--- src/rtl/mips_mem_pkg.sv ---
// Shared definitions for the MIPS data-memory path: op codes, memory bounds
// and the load/store initiator state encoding.
package mips_mem_pkg;

    localparam logic [2:0] OP_LB  = 3'd0;
    localparam logic [2:0] OP_LH  = 3'd1;
    localparam logic [2:0] OP_LW  = 3'd2;
    localparam logic [2:0] OP_LBU = 3'd3;
    localparam logic [2:0] OP_LHU = 3'd4;
    localparam logic [2:0] OP_SB  = 3'd5;
    localparam logic [2:0] OP_SH  = 3'd6;
    localparam logic [2:0] OP_SW  = 3'd7;

    // Implemented word window, shared with the data memory model.
    localparam int DEF_MEM_LO_WORD = 250;
    localparam int DEF_MEM_HI_WORD = 2499;

    typedef enum logic [1:0] {
        ST_IDLE = 2'd0,
        ST_RD   = 2'd1,
        ST_WR   = 2'd2,
        ST_DONE = 2'd3
    } dmem_state_t;

    function automatic logic is_misaligned(input logic [2:0] op, input logic [1:0] off);
        logic bad;
        bad = 1'b0;
        case (op)
            OP_LW, OP_SW:          bad = (off != 2'd0);
            OP_LH, OP_LHU, OP_SH:  bad = off[0];
            default:               bad = 1'b0;
        endcase
        return bad;
    endfunction

    // Sub-word stores must read the old word first.
    function automatic logic is_rmw(input logic [2:0] op);
        return (op == OP_SB) || (op == OP_SH);
    endfunction

endpackage

--- src/rtl/dmem_lane_align.sv ---
// Combinational byte/halfword lane steering: load extract with sign/zero
// extension, and sub-word merge for read-modify-write stores.
import mips_mem_pkg::*;

module dmem_lane_align #(
    parameter bit BIG_ENDIAN = 1'b1
) (
    input  logic [31:0] word,
    input  logic [1:0]  offset,
    input  logic [2:0]  op,
    input  logic [15:0] store_data,
    output logic [31:0] load_result,
    output logic [31:0] merged_word
);

    logic [1:0]  byte_lane;
    logic        half_hi;
    logic [7:0]  sel_byte;
    logic [15:0] sel_half;

    // Lane 0 is bits[7:0]; big-endian byte offset 0 lives in lane 3.
    always_comb begin
        byte_lane = BIG_ENDIAN ? (2'd3 - offset) : offset;
        half_hi   = BIG_ENDIAN ? ~offset[1] : offset[1];
        case (byte_lane)
            2'd0:    sel_byte = word[7:0];
            2'd1:    sel_byte = word[15:8];
            2'd2:    sel_byte = word[23:16];
            default: sel_byte = word[31:24];
        endcase
        sel_half = half_hi ? word[31:16] : word[15:0];
    end

    always_comb begin
        load_result = 32'd0;
        case (op)
            OP_LB:   load_result = {{24{sel_byte[7]}}, sel_byte};
            OP_LBU:  load_result = {24'd0, sel_byte};
            OP_LH:   load_result = {{16{sel_half[15]}}, sel_half};
            OP_LHU:  load_result = {16'd0, sel_half};
            OP_LW:   load_result = word;
            default: load_result = 32'd0;
        endcase
    end

    always_comb begin
        merged_word = word;
        if (op == OP_SB) begin
            case (byte_lane)
                2'd0:    merged_word[7:0]   = store_data[7:0];
                2'd1:    merged_word[15:8]  = store_data[7:0];
                2'd2:    merged_word[23:16] = store_data[7:0];
                default: merged_word[31:24] = store_data[7:0];
            endcase
        end else if (op == OP_SH) begin
            if (half_hi) begin
                merged_word[31:16] = store_data;
            end else begin
                merged_word[15:0] = store_data;
            end
        end
    end

endmodule

--- src/rtl/dmem_access_unit.sv ---
// Load/store initiator between the execute/mem stage and the word-addressed
// data memory; sub-word stores are done as read-modify-write.
import mips_mem_pkg::*;

module dmem_access_unit #(
    parameter int MEM_LO_WORD = DEF_MEM_LO_WORD,
    parameter int MEM_HI_WORD = DEF_MEM_HI_WORD,
    parameter bit BIG_ENDIAN  = 1'b1
) (
    input  logic        clk,
    input  logic        rst_n,
    input  logic        req_valid,
    output logic        req_ready,
    input  logic [2:0]  req_op,
    input  logic [31:0] req_addr,
    input  logic [31:0] req_wdata,
    output logic        resp_valid,
    output logic [31:0] resp_rdata,
    output logic        resp_err,
    output logic [31:0] mem_addr,
    output logic [31:0] mem_wdata,
    input  logic [31:0] mem_rdata,
    output logic        mem_read,
    output logic        mem_write
);

    dmem_state_t state;
    logic [2:0]  op_q;
    logic [1:0]  off_q;
    logic [15:0] wdata_q;

    logic [31:0] word_idx;
    logic        out_of_range;
    logic        req_err;
    logic [31:0] load_result;
    logic [31:0] merged_word;

    always_comb begin
        word_idx     = {2'b00, req_addr[31:2]};
        out_of_range = (word_idx < 32'(MEM_LO_WORD)) || (word_idx > 32'(MEM_HI_WORD));
        req_err      = out_of_range || is_misaligned(req_op, req_addr[1:0]);
    end

    dmem_lane_align #(
        .BIG_ENDIAN (BIG_ENDIAN)
    ) u_lane_align (
        .word        (mem_rdata),
        .offset      (off_q),
        .op          (op_q),
        .store_data  (wdata_q),
        .load_result (load_result),
        .merged_word (merged_word)
    );

    // Every output is a flop so the memory only ever sees clean strobe edges;
    // DONE and IDLE guarantee at least one low-strobe cycle between accesses.
    always_ff @(posedge clk) begin
        if (!rst_n) begin
            state      <= ST_IDLE;
            req_ready  <= 1'b1;
            resp_valid <= 1'b0;
            resp_err   <= 1'b0;
            resp_rdata <= 32'd0;
            mem_read   <= 1'b0;
            mem_write  <= 1'b0;
            mem_addr   <= 32'd0;
            mem_wdata  <= 32'd0;
            op_q       <= OP_LB;
            off_q      <= 2'd0;
            wdata_q    <= 16'd0;
        end else begin
            case (state)
                ST_IDLE: begin
                    if (req_valid && req_ready) begin
                        op_q      <= req_op;
                        off_q     <= req_addr[1:0];
                        wdata_q   <= req_wdata[15:0];
                        mem_addr  <= word_idx;
                        req_ready <= 1'b0;
                        if (req_err) begin
                            state      <= ST_DONE;
                            resp_valid <= 1'b1;
                            resp_err   <= 1'b1;
                            resp_rdata <= 32'd0;
                        end else if (req_op == OP_SW) begin
                            state     <= ST_WR;
                            mem_write <= 1'b1;
                            mem_wdata <= req_wdata;
                        end else begin
                            state    <= ST_RD;
                            mem_read <= 1'b1;
                        end
                    end
                end
                ST_RD: begin
                    mem_read <= 1'b0;
                    if (is_rmw(op_q)) begin
                        state     <= ST_WR;
                        mem_write <= 1'b1;
                        mem_wdata <= merged_word;
                    end else begin
                        state      <= ST_DONE;
                        resp_valid <= 1'b1;
                        resp_err   <= 1'b0;
                        resp_rdata <= load_result;
                    end
                end
                ST_WR: begin
                    mem_write  <= 1'b0;
                    state      <= ST_DONE;
                    resp_valid <= 1'b1;
                    resp_err   <= 1'b0;
                    resp_rdata <= 32'd0;
                end
                default: begin
                    state      <= ST_IDLE;
                    req_ready  <= 1'b1;
                    resp_valid <= 1'b0;
                    resp_err   <= 1'b0;
                    resp_rdata <= 32'd0;
                end
            endcase
        end
    end

endmodule

--- config.mk ---
export PLATFORM = sky130hd
export DESIGN_NAME = dmem_access_unit
export DESIGN_NICKNAME = d
export VERILOG_FILES = /design/src/rtl/mips_mem_pkg.sv /design/src/rtl/dmem_lane_align.sv /design/src/rtl/dmem_access_unit.sv
export SDC_FILE = /design/constraint.sdc
export NUM_CORES = 1
export LEC_CHECK = 0
export BUFFER_PORTS_ARGS = -buffer_cell sky130_fd_sc_hd__buf_2
export CORE_UTILIZATION = 51
export DETAILED_ROUTE_END_ITERATION = 8
export MAX_ROUTING_LAYER = met4
export PLACE_DENSITY_LB_ADDON = 0.15
export SLEW_MARGIN = 20
export SYNTH_ARGS = -nofsm -noshare
export SYNTH_HDL_FRONTEND = slang
export SYNTH_SLANG_ARGS = --single-unit
--- constraint.sdc ---
create_clock -name clk -period 2.9 [get_ports clk]
set_input_delay 0.58 -clock clk [delete_from_list [all_inputs] [get_ports clk]]
set_output_delay 0.58 -clock clk [all_outputs]
set_load 0.03 [all_outputs]
==> results.yml, run 1 <==
power_and_ir_drop:
  power_frac_comb: 0.421
  p_per_area_mw_per_mm2: 966.7
  p_sw_uw: 3194
  ir_worst_vdd_v: 0.0005153
  p_clk_frac: 0.277
  p_leak_uw: 0.003341
  seq_power_share: 0.301
  internal-power_uw: 4508
  sw_frac_of_total: 0.4147
min_path:
  hold_depth: 3
  worstHoldEndpoint: "mem_addr[25]"
  hold_class: "input pin to register"
  worstHoldStart: "req_addr[27]"
clocking:
  cts_hold_buffers: 0
  cts_buffers: 17
  clock_path_buffers: 2
  htreeDepth: 4
  cts_resized: 0
  worst_skew_pair.late_latency_ns: 0.42
  clock-sinks: 122
  cts_root_buffer: "clkbuf_16"
  cts_post_setup_buffers_inserted: 0
  cts_tree: "yes"
  clk_pin_slew_ns: 0.06
floorplan:
  dieArea_mm2: 0.01287
  core-area_mm2: 0.01206
  initial_utilization: 0.5250
  die_y_um: 113.4
  die_w_um: 113.4
  num_rows: 40
  ioPinCount: 203
run:
  cap_viol_max_count: 0
worst_setup_path:
  cp_max_fo: 18
  startpoint_type: "register"
  rr_endpoint: "mem_wdata[12]"
  crit_type: "register to register"
  cp.arrival_ns: 2.84
  r2r_cells: 6
  rrSetupSlack_ns: 0.40
  critPathRequiredTime_ns: 3.24
  end_kind: "register"
  worstReg2RegStart: "op_q[0]"
global_routing:
  grt_pass1_vias: 6172
  grt_start_max_net_pins: 66
  grt-ovfl-total: 0
  grt_pass1_wl_um: 31430
  antenna_found_initial: 0
  grtUsageTotal: 0.3194
sta:
  max_freq_ghz: 0.3999
  hold_ws_ns: 0.4122
  hold_viol_final: 0
  finClkSkew_ns: 0.008622
  maxSlewViolCount: 0
  rsz0062_at_grt: "no"
  setup_ws_ns: 0.3997
  setup_viol: 0
  slew_headroom: 0.2898
  period_share: 0.8622
  worst_slew_pin_slew_ns: 1.061
  min_period_ns: 2.500
  finalSetupTns_ns: 0
cells_and_area:
  antenna_cells: 0
  utilization: 0.6606
  final_layout_size_suffix_gt1_frac: 0.2953
  syn_to_final_growth_pct: 25.82
  final_cell_mix: "200 x buf_2, 160 x nand2_1, 122 x dfxtp_1"
  layout_commonest_cell: "buf_2"
  final_nets: 1058
logic_synthesis:
  synth.cell_area_mm2: 0.006332
  synth_edf_count: 0
  synth_flop_cell: "dfxtp_1"
  synthArstFlopShare: 0
  netlist_instances: 790
  syn_avg_cell_area_um2: 8.016
  seq_area_frac_synth: 0.3857
  yosysWarningCount: 0
  synth_seq_cells: 122
  post_synth_num_cell_types: 63
routing:
  wire_per_inst_um: 17.41
  routed_wirelength_um: 19720
  drt_iter0_drc: 939
  num_vias: 6683
  remaining_drc_errors: 12
  vias_per_cell: 5.898
  postRouteAntennaNets: 0
  drt-pass1-iter-count: 9
placement:
  gp_congestion: 0.9080
  hpwlAfterDp_um: 13940
  io_buffer_count: 200
  dpl_worst_slack_ns: 0.1359
run_status:
  violations: "design-rule violations"
  outcome: "finished with violations"
power by group through the flow:
| stage | clock network [uW] | logic, uW | registers, uW |
|---|---|---|---|
| after global placement | 0 | 3140 | 2320 |
| after floorplan | 0 | 1900 | 2830 |
| after global routing | 2230 | 3540 | 2370 |
| after CTS | 2150 | 3220 | 2320 |
| final | 2140 | 3250 | 2320 |
| after detailed placement | 0 | 3210 | 2340 |
routing by layer:
layer  vias to the layer above  share of wire  GRT usage
met2                       361           0.45     0.4695
met4                         0          0.037     0.1702
met1                      3073           0.43     0.4151
met3                        68          0.085    0.06323
li1                       3181              -          -
met5                         -              0          -
worst max-delay path, stage by stage, from the launching register on:
cell	delay, ns
dfxtp_1	0.63
or3b_2	0.68
o21ai_1	0.57
o211ai_1	0.18
o21ai_0	0.16
a21oi_1	0.08
nor3_1	0.12
logic make-up after synthesis:
| logic type | share of synthesized area |
|---|---|
| AO/OA/AOI/OAI | 0.2521 |
| adder cells (fa/ha/maj) | 0.007904 |
| XOR/XNOR | 0.004150 |
| other | 0.0005922 |
| AND/OR/NAND/NOR | 0.2162 |
| multiplexers | 0.06184 |
| flip-flops | 0.3857 |
| buffers and inverters | 0.07153 |
sequential cells by signal, indices dropped and copies added (netlist names):
name        flops
mem_addr       30
resp_err        1
resp_valid      1
state           2
resp_rdata     32
mem_wdata      32
wdata_q        16
req_ready       1
op_q            3
mem_read        1
off_q           2
mem_write       1
final cells by class:
type | count | area, um2
fillers | 1034 | 4094
multi-input cells | 572 | 3468
flip-flops and latches | 122 | 2442
repair buffers | 218 | 1174
clock buffers | 19 | 442.9
well taps | 168 | 210.2
clock inverters | 13 | 151.4
inverters | 21 | 78.83
worst max path at each step:
stage,slack [ns],from,end,depth (start not counted)
3_3_place_gp,0.22,req_addr[11],mem_wdata[10],8
4_1_cts,0.39,off_q[0],resp_rdata[23],6
5_1_grt,0.17,op_q[0],mem_wdata[28],7
3_5_place_dp,0.14,req_addr[11],mem_wdata[28],8
6_report,0.40,op_q[0],mem_wdata[12],6
2_1_floorplan,0.60,req_addr[11],mem_wdata[6],8
metrics by stage:
| step | total power [uW] | cells | cell area [um2] |
|---|---|---|---|
| 4_1_cts | 7688 | 1133 | 7964 |
| 3_5_place_dp | 5552 | 1101 | 7370 |
| 2_1_floorplan | 4730 | 791 | 6336 |
| 5_1_grt | 8130 | 1133 | 7968 |
| 3_3_place_gp | 5461 | 1101 | 7370 |
| 6_report | 7702 | 1133 | 7968 |
cells in the mapped netlist (6+ instances only):
library cell,number,share of area
o21ai_0,59,0.047
nand2_1,160,0.095
buf_2,8,0.0063
a21o_1,15,0.018
inv_1,20,0.012
nand3_1,27,0.021
o211ai_1,34,0.040
mux4_2,8,0.028
buf_6,6,0.011
nand3b_1,11,0.013
dfxtp_1,122,0.39
nand4_1,20,0.020
a222oi_1,8,0.013
o21ai_2,10,0.014
clkbuf_1,50,0.030
nor2_1,10,0.0059
a21oi_1,78,0.062
a221o_1,7,0.011
o32a_1,16,0.025
mux2i_1,20,0.032
nor3_1,29,0.023
Note: power is estimated with default switching activity, not from simulation.
==> run 2: changes to the inputs <==
Settings changed: CORE_MARGIN from default to 4.
==> run 2 against run 1 <==
Net effect: the flow still finishes with violations (design-rule violations); die area is 11% higher; non-clock buffer count grew 2; first-iteration DRC count up 2.3%; sequential cell count unchanged; fmax up 1.4%; final area increased by 1.0%; critical endpoint is now mem_wdata[24]; global-route usage is 3.2 points lower.
==> results.yml, run 2 (same netlist as run 1, synthesis figures left out) <==
run_status:
  outcome: "finished with violations"
  violations: "design-rule violations"
sta:
  period_share: 0.8503
  rsz0062_at_grt: "no"
  maxSlewViolCount: 0
  finalSetupTns_ns: 0
  worst_slew_pin_slew_ns: 1.052
  finClkSkew_ns: 0.006823
  hold_viol_final: 0
  setup_viol: 0
  min_period_ns: 2.466
  max_freq_ghz: 0.4055
  slew_headroom: 0.2982
floorplan:
  die_y_um: 119.4
  die_w_um: 119.4
  core-area_mm2: 0.01206
  ioPinCount: 203
  initial_utilization: 0.5250
  num_rows: 40
  dieArea_mm2: 0.01426
routing:
  routed_wirelength_um: 20380
  remaining_drc_errors: 9
  drt_iter0_drc: 961
  wl_met3_um: 1779
  postRouteAntennaNets: 0
  top_layer: "met4"
  met1Wirelength_um: 8663
  num_vias: 6724
  met2WireLength_um: 9382
  drt-pass1-iter-count: 9
  vias_per_cell: 5.924
  wire_per_inst_um: 17.95
global_routing:
  grt_pass1_vias: 6240
  grt_pass1_wl_um: 32290
  grt-ovfl-total: 0
  grt_start_max_net_pins: 69
  grtUsageTotal: 0.2873
  antenna_found_initial: 0
clocking:
  cts_hold_buffers: 0
  clock-sinks: 122
  cts_post_setup_buffers_inserted: 0
  clock_path_buffers: 2
  cts_buffers: 17
  htreeDepth: 4
  worst_skew_pair.late_latency_ns: 0.42
  cts_resized: 0
  clk_pin_slew_ns: 0.06
  cts_tree: "yes"
  cts_root_buffer: "clkbuf_16"
min_path:
  worstHoldEndpoint: "mem_addr[26]"
  hold_depth: 3
  worstHoldStart: "req_addr[28]"
  hold_class: "input pin to register"
cells_and_area:
  reg_top3: "mem_wdata: 32 flops, resp_rdata: 32 flops, mem_addr: 30 flops"
  final_nets: 1060
  final_layout_size_suffix_gt1_frac: 0.2989
  final_cell_mix: "200 x buf_2, 160 x nand2_1, 122 x dfxtp_1"
  antenna_cells: 0
  syn_to_final_growth_pct: 27.09
  layout_commonest_cell: "buf_2"
worst_setup_path:
  r2r_cells: 7
  critPathRequiredTime_ns: 3.23
  rrSetupSlack_ns: 0.43
  end_kind: "register"
  cp_max_fo: 16
  worstReg2RegStart: "op_q[0]"
  startpoint_type: "register"
  crit_type: "register to register"
  cp.arrival_ns: 2.79
  rr_endpoint: "mem_wdata[24]"
placement:
  gp_congestion: 0.9528
  hpwlAfterDp_um: 14610
  io_buffer_count: 200
power_and_ir_drop:
  p_per_area_mw_per_mm2: 982.5
  ir_worst_vdd_v: 0.0004826
  p_leak_uw: 0.003369
  power_uw: 7907
run:
  cap_viol_max_count: 0
[run 2: worst max path at each step]
stage | startpoint | end | slack (ns) | cells after the start
floorplan | req_addr[11] | mem_wdata[6] | 0.60 | 8
global placement | req_addr[11] | mem_wdata[26] | 0.19 | 8
detailed placement | req_addr[11] | mem_wdata[25] | 0.1 | 8
CTS | op_q[0] | mem_wdata[24] | 0.44 | 7
global route | op_q[0] | mem_wdata[15] | 0.28 | 6
finish | op_q[0] | mem_wdata[24] | 0.43 | 7
[run 2: final cells by class]
cell class                 count  area (um2)
inverter                      21       78.83
clock inverter                10       162.7
tap                          168       210.2
clock buffer                  22       494.2
fill                        1006        4014
timing repair buffer         220        1189
sequential                   122        2442
multi-input combinational    572        3471
[run 2: per-layer routing]
| layer | GRT usage | vias up |
|---|---|---|
| met1 | 0.3721 | 3139 |
| li1 | - | 3188 |
| met4 | 0.1152 | 0 |
| met2 | 0.4380 | 348 |
| met5 | - | - |
| met3 | 0.06315 | 49 |
[run 2: per-stage QoR]
stage	std cells	cell area (um2)	util	setup slack [ns]	hold WS, ns
2_1_floorplan	791	6336	-	0.5990	0.4497
3_3_place_gp	1103	7385	0.6122	0.1887	0.4394
3_5_place_dp	1103	7385	0.6122	0.09662	0.4430
4_1_cts	1135	8041	0.6667	0.4427	0.3912
5_1_grt	1135	8048	0.6672	0.2763	0.3997
6_report	1135	8048	0.6672	0.4342	0.4030
[run 2: critical path: stages (launching register included)]
cell and delay (ns):
dfxtp_1 0.61, xor2_1 0.29, a21boi_0 0.20, nor2_1 0.26, and2_1 0.51, buf_4 0.24
nor3_1 0.05, nor3_1 0.21
[run 2: power breakdown]
| group | internal [uW] | switching [uW] |
|---|---|---|
| logic | 1100 | 2170 |
| clock network | 1550 | 772 |
| registers | 2040 | 265 |
